`src/rtl/seven_segment_bank.sv`:
```
// Multi-digit hex display driver: latched digits, active-low glyphs, leading-zero
// suppression, per-digit blink and a scanned single-digit output with a gap cycle.
module seven_segment_bank #(
   parameter int DIGITS    = 6,
   parameter int BLINK_DIV = 25_000_000,
   parameter int SCAN_DIV  = 50_000
) (
   input  logic                  clk,
   input  logic                  reset,
   input  logic [4*DIGITS-1:0]   value,
   input  logic                  load,
   input  logic                  enable,
   input  logic                  blank_lz,
   input  logic [DIGITS-1:0]     blink_mask,
   output logic [7*DIGITS-1:0]   segments,
   output logic [6:0]            scan_seg,
   output logic [DIGITS-1:0]     scan_sel
);

   localparam int BW = (BLINK_DIV > 2) ? $clog2(BLINK_DIV) : 1;
   localparam int SW = (SCAN_DIV > 2) ? $clog2(SCAN_DIV) : 1;
   localparam int IW = (DIGITS > 1) ? $clog2(DIGITS) : 1;
   localparam logic [BW-1:0] BLINK_MAX = BW'(BLINK_DIV - 1);
   localparam logic [SW-1:0] SCAN_MAX  = SW'(SCAN_DIV - 1);
   localparam logic [IW-1:0] IDX_MAX   = IW'(DIGITS - 1);

   function automatic logic [6:0] hex_glyph(input logic [3:0] d);
      case (d)
         4'h0:    hex_glyph = 7'h3F;
         4'h1:    hex_glyph = 7'h06;
         4'h2:    hex_glyph = 7'h5B;
         4'h3:    hex_glyph = 7'h4F;
         4'h4:    hex_glyph = 7'h66;
         4'h5:    hex_glyph = 7'h6D;
         4'h6:    hex_glyph = 7'h7D;
         4'h7:    hex_glyph = 7'h07;
         4'h8:    hex_glyph = 7'h7F;
         4'h9:    hex_glyph = 7'h6F;
         4'hA:    hex_glyph = 7'h77;
         4'hB:    hex_glyph = 7'h7C;
         4'hC:    hex_glyph = 7'h39;
         4'hD:    hex_glyph = 7'h5E;
         4'hE:    hex_glyph = 7'h79;
         default: hex_glyph = 7'h71;
      endcase
   endfunction

   logic [4*DIGITS-1:0] r_value;
   logic [BW-1:0]       r_blink_cnt;
   logic                r_blink_phase;
   logic [SW-1:0]       r_scan_cnt;
   logic [IW-1:0]       r_scan_idx;

   logic [6:0]          w_dig [DIGITS];
   logic [7*DIGITS-1:0] w_seg_next;
   logic                w_blink_wrap;
   logic                w_scan_wrap;
   logic [IW-1:0]       w_idx_next;
   logic [DIGITS-1:0]   w_sel_next;

   assign w_blink_wrap = (r_blink_cnt == BLINK_MAX);
   assign w_scan_wrap  = (r_scan_cnt == SCAN_MAX);

   // Walk from the top digit down; suppression persists only while every higher digit is zero.
   always_comb begin
      logic v_zero;
      v_zero     = 1'b1;
      w_seg_next = '1;
      for (int i = DIGITS - 1; i >= 0; i--) begin
         v_zero = v_zero & (r_value[4*i +: 4] == 4'h0);
         if (!enable || (blank_lz && v_zero && (i > 0)) || (blink_mask[i] && !r_blink_phase))
            w_dig[i] = 7'h7F;
         else
            w_dig[i] = ~hex_glyph(r_value[4*i +: 4]);
         w_seg_next[7*i +: 7] = w_dig[i];
      end
   end

   always_comb begin
      w_idx_next = r_scan_idx;
      if (w_scan_wrap)
         w_idx_next = (r_scan_idx == IDX_MAX) ? '0 : r_scan_idx + 1'b1;
      w_sel_next = '1;
      if (!w_scan_wrap)
         w_sel_next[r_scan_idx] = 1'b0;
   end

   always_ff @(posedge clk or posedge reset) begin
      if (reset) begin
         r_value       <= '0;
         r_blink_cnt   <= '0;
         r_blink_phase <= 1'b1;
      end else begin
         if (load)
            r_value <= value;
         if (w_blink_wrap) begin
            r_blink_cnt   <= '0;
            r_blink_phase <= ~r_blink_phase;
         end else begin
            r_blink_cnt <= r_blink_cnt + 1'b1;
         end
      end
   end

   always_ff @(posedge clk or posedge reset) begin
      if (reset) begin
         r_scan_cnt <= '0;
         r_scan_idx <= '0;
      end else begin
         r_scan_cnt <= w_scan_wrap ? '0 : r_scan_cnt + 1'b1;
         r_scan_idx <= w_idx_next;
      end
   end

   // scan_seg follows the digit that scan_idx will point at after this edge.
   always_ff @(posedge clk or posedge reset) begin
      if (reset) begin
         segments <= '1;
         scan_seg <= '1;
         scan_sel <= '1;
      end else begin
         segments <= w_seg_next;
         scan_seg <= w_dig[w_idx_next];
         scan_sel <= w_sel_next;
      end
   end

endmodule
```
`config.mk`:
```
export PLATFORM = sky130hd
export DESIGN_NAME = seven_segment_bank
export DESIGN_NICKNAME = d
export VERILOG_FILES = /design/src/rtl/seven_segment_bank.sv
export SDC_FILE = /design/constraint.sdc
export NUM_CORES = 1
export LEC_CHECK = 0
export ABC_AREA = 1
export BUFFER_PORTS_ARGS = -buffer_cell sky130_fd_sc_hd__buf_4
export CAP_MARGIN = 20
export CORE_ASPECT_RATIO = 1.25
export CORE_MARGIN = 1.5
export CORE_UTILIZATION = 50
export DETAILED_ROUTE_END_ITERATION = 16
export PLACE_DENSITY = 0.71
export REMOVE_ABC_BUFFERS = 1
export SYNTH_ARGS = -nofsm -noshare
export SYNTH_HDL_FRONTEND = slang
export SYNTH_SLANG_ARGS = --single-unit
```
`constraint.sdc`:
```
create_clock -name clk -period 5.4 [get_ports clk]
set_input_delay 1.35 -clock clk [delete_from_list [all_inputs] [get_ports clk]]
set_output_delay 1.35 -clock clk [all_outputs]
set_load 0.05 [all_outputs]
```
Yosys cells after proc, flatten, opt, wreduce, memory -nomap -nowiden:

Memory sizes are Yosys's and may differ from the RTL's.
Cells that the tools add are included.

* memories: 6
* bits in registers: 124
* memory bits (writable): 0
* memory bits (read-only): 672
* output and inout bits: 55
* word-level logic and storage cells: 88
* bits of input ports: 35
* latch bits: 0

Memory list
* (name not given): depth 16, bits a word 7, read ports 1, clocked after Yosys merged registers in 0, wr ports 0, RTL line 28 `case (d)`
* (name not given): depth 16, bits a word 7, read ports 1, clocked after Yosys merged registers in 0, wr ports 0, RTL line 28
* (name not given): depth 16, bits a word 7, read ports 1, clocked after Yosys merged registers in 0, wr ports 0, RTL line 28
* (name not given): depth 16, bits a word 7, read ports 1, clocked after Yosys merged registers in 0, wr ports 0, RTL line 28
* (name not given): depth 16, bits a word 7, read ports 1, clocked after Yosys merged registers in 0, wr ports 0, RTL line 28
* (name not given): depth 16, bits a word 7, read ports 1, clocked after Yosys merged registers in 0, wr ports 0, RTL line 28

* $mul: 0
* mux-type cells: 22
* reduce and logical (&&, ||, !) cells: 30
* shift operators: 0
* eq/ne operators: 3
* $lt $le $gt $ge: 3
* divide/modulo/power cells: 0
* bitwise operators: 13
* add/subtract/negate cells: 3

Operators by type and width (number)
* $mux 7: 14
* $not 7->7: 6
* $add 25x1->25 const B: 1
* $eq 25x25->1 const B: 1
* $mux 25: 1
* $bmux 7 s3: 1
* $logic_not 4->1: 5
* $add 16x1->16 const B: 1
* $eq 16x16->1 const B: 1
* $mux 16: 1
* $logic_and 1x1->1: 12
* $logic_or 1x1->1: 11
* $mux 3: 2
* $mux 6: 1
* $not 6->6: 1
* $and 1x1->1: 4
* $ge 4x4->1 const B: 1
* $lt 3x4->1 const B: 1
* $not 3->4: 1
* $add 3x1->3 const B: 1
* $demux 1 s3: 1
* $eq 3x3->1 const B: 1
* $ge 3x1->1 const B: 1
* $logic_not 1->1: 2
* other kinds (2): 2

Logic depth before layout (Yosys ltp):

* word-level depth: 14
* gate-level depth with buffers: 14
* depth with buffers taken out: 14

Worst setup path after synthesis:

OpenSTA, ideal clock, no wires.

* path kind: input -> register
* start: in enable
* end: reg scan_seg[4]
* stages: 9
* buffers on the path: 0
* slack: 3067 ps
* arrival: 2257 ps
* setup time: 76 ps
* data required time: 5324 ps
* cells stage by stage: inv_1 a21oi_1 inv_1 nor3_1 a21oi_2 nand2_1 nand2_1 nand2_1 nand2_1

* cells in the longest elaborated chain, start to end: 7
* elaborated cells between the ends (all ways): 21
* those cells by class: mux (9); reduce/logical (12)

RTL lines
* start: declaration: RTL line 12 `input logic enable,`
* $logic_not 1->1 (*): RTL line 71 `if (!enable || (blank_lz && v_zero && (i > 0)) || (blink_mask[i] && !r_blink_phase))`
* $logic_or 1x1->1 (2 in a row): RTL line 71
* $mux 7: RTL line 71
* $bmux 7 s3 (*): RTL line 123 `scan_seg <= w_dig[w_idx_next];`
* $mux 7 (not written as such) (*) (2 in a row): RTL line 123
* end signal: assignment: RTL line 123
* end: declaration: RTL line 16 `output logic [6:0] scan_seg,`

Every way passes the cells marked *; elsewhere a longest branch is shown, timed or not. The select of a mux whose other input is x is not followed.
A chain may end at the register's enable or synchronous reset.

Worst setup path after layout:

* start: reg segments[30]
* end: out segments[30]

RTL lines
* start: declaration: RTL line 15 `output logic [7*DIGITS-1:0] segments,`
* start signal: assignment: RTL line 122 `segments <= w_seg_next;`

No word-level cell between the ends.

==> Implementation_results.wiki <==
{| class="wikitable"
! Metric !! Value
|-
| Adder-Cell Fraction of Synth Area || 5.742%
|-
| Master of the slowest instance on the critical path || dfstp_2
|-
| Post-Synthesis Cells || between 800 and 900
|-
| Peak per-stage delay on the critical path || around 540 ps
|-
| First-pass GRT wire length || roughly 27,000 µm
|-
| Worst reg2reg path depth || 7
|-
| All-layer global routing usage || between 20% and 30%
|-
| Average wire length per cell after detail routing || 13.92 µm
|-
| Count of final hold-check violations || 0
|-
| Die X-Extent || 108.6 µm
|-
| Final-report setup violation count || 0
|-
| Die height || 135.0 µm
|-
| Most common library cells after synthesis || 207 x nand2_1, 101 x inv_1, 94 x nor2_1
|-
| Leading area contributor after synthesis || dfrtp_1
|-
| Most used flip-flop cell after synthesis || dfrtp_1
|-
| CTS tree || yes
|-
| CP startpoint || segments[30]
|-
| Data arrival time of the critical path || around 1200 ps
|-
| Number of nets in the layout || 1,031
|-
| Tightest Hold Check Type || flip-flop to flip-flop
|-
| Final Wtd Congestion || 0.9190
|-
| Syn Std Cell Area || around 0.0070 mm²
|-
| Outcome || completed
|-
| F_max || 0.3973 GHz
|-
| Largest family of logic cells by synthesized area || simple AND/OR/NAND/NOR gates
|-
| Via count of the first global-routing pass || 5,712
|-
| Number of unique standard cell types used by synthesis || 40
|-
| Clock-pin slew reported for the worst setup and hold paths after clock tree synthesis || 60 ps
|-
| Worst rel slew slack || 49.59%
|-
| Hold-fix buffers, CTS || 0
|-
| Fin crit share || 46.61%
|-
| Antenna violation net count after detailed routing || 0
|-
| Number of warnings reported in the yosys synthesis log || 0
|-
| Worst ir drop on vdd || 0.1836 mV
|-
| Nature of the critical path startpoint || flip-flop
|-
| Syn-to-layout area delta || 20.51%
|-
| Post-synthesis register bit count || 124
|-
| Final hold slack || 462.6 ps
|-
| Number of max-slew violations in the final report || 0
|-
| Reg-to-reg startpoint || r_value[22]
|-
| Count of H-tree levels built during CTS || 4
|-
| Cells traversed along the worst timing path || buf_4
|-
| Total power per unit cell area || 316.4 mW/mm²
|-
| Number of synthesized flops with an enable pin || 0
|-
| Share of synthesized flip-flops with an asynchronous set or reset || 100.0%
|-
| Unrepaired setup endpoints after global routing || false
|-
| # Max-Cap Violations || 0
|-
| Reg-to-Reg End || scan_seg[2]
|-
| Setup slack of the worst register-to-register path || 3340 ps
|-
| Post-synthesis average cell area || 7.969 µm²
|-
| Antenna diode count || 0
|-
| Maximum number of pins on one net before global-route repair || 57
|-
| Routed wire length || 16,030 µm
|-
| Leakage power || 0.004048 µW
|-
| Violation count after the first detailed-route iteration || 236
|-
| Overflow left after global routing || 0
|-
| Synth Area in Compound Gates || 7.626%
|-
| Cell family contributing the most delay on the critical path || flip-flops
|-
| Most repeated cell in the gate-level netlist after synthesis || nand2_1
|-
| Area fraction in and, or, nand and nor cells after synthesis || 30.74%
|-
| Shortest period the worst path allows || 2517 ps
|-
| Pre-antenna DRT Iters || 5
|-
| Total setup buffers inserted after CTS || 0
|-
| Critical path data required time || 4050 ps
|-
| Mux cell area share after synthesis || 0%
|-
| Via Count || 5,947
|-
| Initial cell density of the core || 50.92%
|-
| XOR/XNOR Fraction of Synth Area || 2.512%
|-
| CTS Root Cell || clkbuf_16
|-
| Routed via count divided by cell count || 5.162
|-
| Post-synth top area share || between 20 and 25%
|-
| Setup clock skew after layout || slightly below 9 ps
|-
| IO buf count || 89
|-
| Fraction of layout instances using a drive strength above 1 || 22.31%
|-
| Total Die Area || 0.01467 mm²
|-
| Clock latency reported for the late side of the worst-skew pair || 430 ps
|-
| Max FO, Critical Path || 1
|-
| Post-synthesis sequential area ratio || 45.51%
|-
| Worst Hold Endpoint || r_blink_cnt[0]
|-
| Classification of the worst setup path || flip-flop to output port
|-
| Number of sinks driven by the clock tree || 124
|-
| Origin of the worst min-delay path || r_blink_cnt[0]
|-
| Boundary Pins || 90
|-
| Top post-synthesis cells by area || dfrtp_1 24%, dfstp_2 21%, nand2_1 11%
|-
| Capturing element type of the critical path || output port
|-
| Gates resized, CTS repair || 0
|-
| Number of core rows || 48
|-
| Post-route DRC violation count || 0
|-
| CTS Buffer Depth || 2
|-
| Count of buffering cells on the critical path with inverters included || 1
|-
| Summed negative setup slack over all endpoints || 0 ps
|-
| HPWL reported at the end of detailed placement || 11,960 µm
|-
| Total CTS buffers || 17
|-
| Slew @ Worst Pin || approximately 750 ps
|-
| Initial antenna violation count || 0
|-
| Area of the placeable core || between 0.01 and 0.015 mm²
|-
| Number of instances on the worst hold path || 1
|}
[metrics by stage]
stage	utilization, %	setup slack, ps	total power, µW	std cells	cell area [µm²]
floorplan	-	843.4	1307	853	6844
global placement	56.59	2363	1430	1119	7749
detailed placement	56.59	2334	1431	1119	7749
CTS	61.33	2793	2681	1151	8398
global route	61.37	2858	2768	1152	8403
finish	61.37	2883	2659	1152	8403
[state kept, by name (all words and copies together) (netlist names)]
register	count
scan_sel	6
scan_seg	7
r_value	24
r_scan_idx	3
r_blink_cnt	25
r_scan_cnt	16
r_blink_phase	1
segments	42
[cells by family (layout without fill, tap and decap cells)]
family	after synthesis	count (layout)
DFF	124	124
and+or+nand+nor	467	467
buffers and inverters	133	235
xor gates and xnor gates	20	20
AOI/OAI and AO/OA	99	99
adders and majority gates	32	32
[worst max path at each step]
stage	end	slack, ps	cells after the start
final	segments[30]	2880	1
after detailed placement	scan_seg[1]	2330	9
after global placement	scan_seg[1]	2360	9
after CTS	scan_seg[1]	2790	9
after floorplan	r_blink_cnt[0]	840	1
after global routing	scan_seg[4]	2860	1
[cells in the final DEF, fill, tap and decap left out, types with 2 or more instances in the layout]
cell type,Yosys,layout
nand4_1,41,41
xor2_1,15,15
nor3_1,21,21
nor2_4,3,3
bufinv_16,0,4
inv_4,1,2
clkbuf_8,0,6
nand3_1,70,70
nand2_4,3,3
nand3_2,3,3
dfrtp_1,68,68
nor4_4,2,2
nand2_1,207,207
ha_1,32,32
o22ai_1,2,2
clkbuf_16,0,17
inv_2,7,7
o211ai_1,2,2
xnor2_1,5,5
a21oi_1,34,34
buf_4,0,91
o21ai_0,53,53
a21oi_2,3,3
dfstp_2,56,56
nor4_1,4,4
clkbuf_1,10,3
nor2_2,7,7
nor2_1,94,94
nor3b_1,2,2
inv_1,101,100
nand2_2,7,7
clkinv_2,1,3
[power by group]
part	total [µW]	switching, µW	internal, µW
clock network	1240	396	844
logic	386	269	117
registers	1030	38.7	994
[metal layers]
layer	GRT usage, %	up-vias	share of wire (%)
li1	-	3008	-
met1	27.90	2761	42
met2	41.40	142	52
met3	4.923	36	3.8
met4	9.942	0	2.7
met5	0	-	0
[layout make-up]
class	count	area [µm²]
clock buffer	26	519.2
timing repair buffer	92	688.2
clock inverter	6	130.1
multi-input combinational	618	3251
sequential	124	3173
tap	175	219.0
inverter	111	422.9
fill	1244	5290
(Power assumes the default switching activity.)
